--- src/rtl/spi_shift_engine.sv ---
// SPI shift engine: one parallel word out, one parallel word in, a bit at a time.
// Latency: load->first serial bit 1 cycle; each accepted shift updates outputs 1 cycle later.
// Flow control: none; shift pulses are ignored while idle, and load always wins.
//
// Ports:
//   clk, rst          - clock; asynchronous active-low reset
//   parallel_in, load - word to transmit and its start strobe
//   shift, serial_in  - advance by one bit, with the received bit sampled on the same edge
//   serial_out        - current transmit bit (registered)
//   parallel_out      - live view of the shift register, holding the received word when done
//   busy, done        - transfer in progress; one-cycle completion pulse
//   bit_cnt           - shifts completed in the current transfer
module spi_shift_engine #(
   parameter int WIDTH     = 8,    // 2..32
   parameter bit MSB_FIRST = 1'b0,
   localparam int CW       = $clog2(WIDTH + 1)
) (
   input  logic             clk,
   input  logic             rst,
   input  logic [WIDTH-1:0] parallel_in,
   input  logic             load,
   input  logic             shift,
   input  logic             serial_in,
   output logic             serial_out,
   output logic [WIDTH-1:0] parallel_out,
   output logic             busy,
   output logic             done,
   output logic [CW-1:0]    bit_cnt
);

   typedef enum logic {IDLE = 1'b0, XFER = 1'b1} state_t;

   localparam logic [CW-1:0] LAST_BIT = CW'(WIDTH - 1);

   state_t           state;
   logic [WIDTH-1:0] data;

   // The register itself is the output; there is no path from any input to it.
   assign parallel_out = data;

   always_ff @(posedge clk or negedge rst) begin
      if (!rst) begin
         state      <= IDLE;
         data       <= '0;
         serial_out <= 1'b0;
         busy       <= 1'b0;
         done       <= 1'b0;
         bit_cnt    <= '0;
      end else begin
         done <= 1'b0;
         if (load) begin
            // Load wins over a simultaneous shift, and it also aborts a running transfer.
            state      <= XFER;
            data       <= parallel_in;
            bit_cnt    <= '0;
            busy       <= 1'b1;
            serial_out <= MSB_FIRST ? parallel_in[WIDTH-1] : parallel_in[0];
         end else if (shift && state == XFER) begin
            // serial_out takes the bit that becomes the new leading edge of the word.
            // It is read from the old data so that it stays registered.
            if (MSB_FIRST) begin
               data       <= {data[WIDTH-2:0], serial_in};
               serial_out <= data[WIDTH-2];
            end else begin
               data       <= {serial_in, data[WIDTH-1:1]};
               serial_out <= data[1];
            end
            if (bit_cnt == LAST_BIT) begin
               state   <= IDLE;
               busy    <= 1'b0;
               bit_cnt <= '0;
               done    <= 1'b1;
            end else begin
               bit_cnt <= bit_cnt + CW'(1);
            end
         end
      end
   end

endmodule

--- config.mk ---
export PLATFORM = sky130hd
export DESIGN_NAME = spi_shift_engine
export DESIGN_NICKNAME = d
export VERILOG_FILES = /design/src/rtl/spi_shift_engine.sv
export SDC_FILE = /design/constraint.sdc
export NUM_CORES = 1
export LEC_CHECK = 0
export BUFFER_PORTS_ARGS = -buffer_cell sky130_fd_sc_hd__clkbuf_2
export CORE_MARGIN = 3
export CORE_UTILIZATION = 30
export DETAILED_ROUTE_END_ITERATION = 7
export GPL_TIMING_DRIVEN = 0
export PLACE_DENSITY_LB_ADDON = 0.05
export SLEW_MARGIN = 20
export SYNTH_ARGS = -nofsm -noshare
export SYNTH_HDL_FRONTEND = slang
export SYNTH_SLANG_ARGS = --single-unit
--- constraint.sdc ---
create_clock -name clk -period 3 [get_ports clk]
set_input_delay 0 -clock clk [delete_from_list [all_inputs] [get_ports clk]]
set_output_delay 0 -clock clk [all_outputs]
set_load 0.02 [all_outputs]
==> impl_metrics.tcl <==
set metrics [dict create \
    async_reset_ff_share_pct 100.0 \
    holdCritStartpoint "shift" \
    cp-start-kind "flop" \
    vias 581 \
    firstDrtPassIters 2 \
    post-cts-setup-buffers 0 \
    setup_viol 0 \
    antenna_found_initial 0 \
    drt_iter0_markers 2 \
    grt_start_max_net_pins 15 \
    setup_ws_ns 1.467 \
    first_global_vias 572 \
    synth_common_cells "dfrtp_1, nand2_1, o21ai_0, mux2i_1" \
    ys_seq_elements 14 \
    avgSynthCellArea_um2 10.42 \
    ys.flop_type "dfrtp_1" \
    dp_hpwl_um 1018 \
    ff2ff_setup_slack_ns 1.47 \
    crit_fanout 5 \
    wl_per_cell_um 11.36 \
    slew_headroom_pct 66.83 \
    fp.dieH_um 52.03 \
    yosysTopAreaCell "dfrtp_1" \
    fmax_mhz 652.3 \
    leakage_nw 0.4769 \
    synth_seq_area_share_pct 55.12 \
    multi_input_area_um2 265.3 \
    critPathKind "flop to flop" \
    ys_top_cells_by_area "dfrtp_1, mux2i_1, o21ai_0, nand2_1, a21oi_1" \
    grt_setup_unrepaired "no" \
    hold_viol 0 \
    setup_tns_ns 0 \
    clock-sinks 14 \
    cp.arrival_ns 1.70 \
    antenna_cells 0 \
    die_area_mm2 0.002707 \
    synth.distinct_cells 18 \
    die_x_um 52.03 \
    synth-edff-count 0 \
    cts_max_path_buffers 2 \
    cp-end-kind "flop" \
    cts_tree "yes" \
    drc 0 \
    htree_levels 1 \
    grt_pass1_wl_um 2484 \
    nets 118 \
    rows 16 \
    syn_area_um2 635.6 \
    n_fill_cell 182 \
    min_path_type "input port to flop" \
    min_to "bit_cnt[1]" \
    area_growth_pct 47.44 \
    fin_crit_sh_pct 51.11 \
    place.gp.congestion 0.6966 \
    cts_inserted_buffers 3 \
    io_pins 28 \
    coreArea_mm2 0.001982 \
    root_buffer "clkbuf_4" \
    finalMaxSlewViolations 0 \
    power_density_mw_per_mm2 436.2 \
    synthMostInstantiatedCell "dfrtp_1" \
    rr_startpoint "state" \
    ir_drop_uv 221.0 \
    min_period_ns 1.533 \
    syn-num-nets 75 \
    place_ws_ns 1.575 \
    drive_gt1_share_pct 32.35 \
    worstRegToRegCells 4 \
    seq_area_um2 350.3 \
    synth_top_area_share_pct 55.12 \
    outcome "complete, no violations" \
    final.setup_skew_ns 0.002336 \
    worst_pin_slew_ns 0.4976 \
    critical_path_required_ns 3.16 \
    holdPathStages 3 \
    wl_um 1466 \
    reg2reg_to "parallel_out[1]" \
    start_util_pct 32.07 \
    syn_inst 61 \
    grt_overflow 0 \
    yosysWarnings 0 \
    clkTransAtPathRegs_ns 0.08 \
    max_cap_violations 0 \
    clk_latency_ns 0.27 \
    ant_nets 0 \
    grt.total_usage_pct 12.61 \
    viasPerCell 4.504 \
    portBuffers 27 \
]
-- routing by layer --
layer / vias up / track usage (%) / part of all wire [%]
li1: 294 / - / -
met1: 269 / 14.49 / 46
met3: 2 / 3.725 / 5.7
met5: - / 0 / 0
met2: 16 / 20.92 / 47
met4: 0 / 6.550 / 0.68
-- stage by stage --
step | area, um^2 | utilization [%] | instances | power [mW] | hold WS, ns
finish | 937.1 | 47.29 | 129 | 0.4088 | 0.01662
global route | 937.1 | 47.29 | 129 | 0.4328 | 0.03615
CTS | 937.1 | 47.29 | 129 | 0.4136 | 0.01011
detailed placement | 804.5 | 40.59 | 115 | 0.2956 | -0.07074
global placement | 804.5 | 40.59 | 115 | 0.2950 | -0.06428
floorplan | 635.6 | - | 61 | 0.2609 | -0.2956
-- cell families (layout without fill, tap and decap cells) --
family / count (synthesis) / count (layout) / share of synthesized area (%)
AO/OA/AOI/OAI: 13 / 13 / 10.63
XOR/XNOR: 1 / 1 / 1.378
adder cells (fa/ha/maj): 1 / 1 / 1.968
buffers and inverters: 4 / 45 / 3.150
flip-flops: 14 / 14 / 55.12
multiplexers: 8 / 8 / 12.60
AND/OR/NAND/NOR: 20 / 20 / 15.16
-- how the worst max path moves through the flow --
stage | start | cells past startpoint | slack, ns | to
after detailed placement | bit_cnt[0] | 4 | 1.58 | bit_cnt[0]
after CTS | state | 4 | 1.47 | parallel_out[1]
final | state | 4 | 1.47 | parallel_out[1]
after global routing | state | 4 | 1.40 | parallel_out[2]
after floorplan | bit_cnt[0] | 4 | 1.58 | bit_cnt[0]
after global placement | bit_cnt[0] | 4 | 1.60 | bit_cnt[0]
-- repair_timing --
action / CTS / global route
hold buffers: 11 / 0
resized for setup: 0 / 0
setup endpoints to repair: 0 / 0
endpoints found under the hold margin: 22 / 0
-- layout make-up --
type | instances | area share [%]
buffer | 4 | 2.136
clock buffer | 3 | 2.403
multi-input combinational | 43 | 28.30
sequential | 14 | 37.38
tap | 27 | 3.605
timing repair buffer | 38 | 26.17
-- critical path, cell delays in order, from the launching register on --
cell	delay, ns
dfrtp_1	0.44
nand2_2	0.14
mux2i_1	0.21
o21ai_0	0.09
dlygate4sd3_1	0.55
-- where the power goes --
group / leakage [nW] / total, mW / internal, mW / switching [mW]
Combinational: 0.289 / 0.0904 / 0.0414 / 0.0490
Clock: 0.0138 / 0.105 / 0.0464 / 0.0589
Sequential: 0.175 / 0.213 / 0.202 / 0.0112
Total: 0.477 / 0.409 / 0.290 / 0.119
-- state kept, by name, indices dropped and copies added (netlist names) --
signal        count
done              1
parallel_out      8
state             1
bit_cnt           4
-- layout by cell type (no fill, tap or decap) --
cell	Yosys	routed
or4_1	1	1
or3_1	1	1
nor2_1	1	1
nand3_1	3	3
dfrtp_1	14	14
buf_2	1	1
a21oi_1	3	3
clkbuf_2	0	27
o21ai_0	9	9
mux2i_1	8	8
nand2_1	11	11
and3b_1	1	1
dlygate4sd3_1	0	11
ha_1	1	1
buf_4	1	1
nor3b_1	1	1
a21o_1	1	1
clkbuf_4	0	3
xor2_1	1	1
clkbuf_1	2	2
nand2_2	1	1
Note: power is estimated with default switching activity, not from simulation.
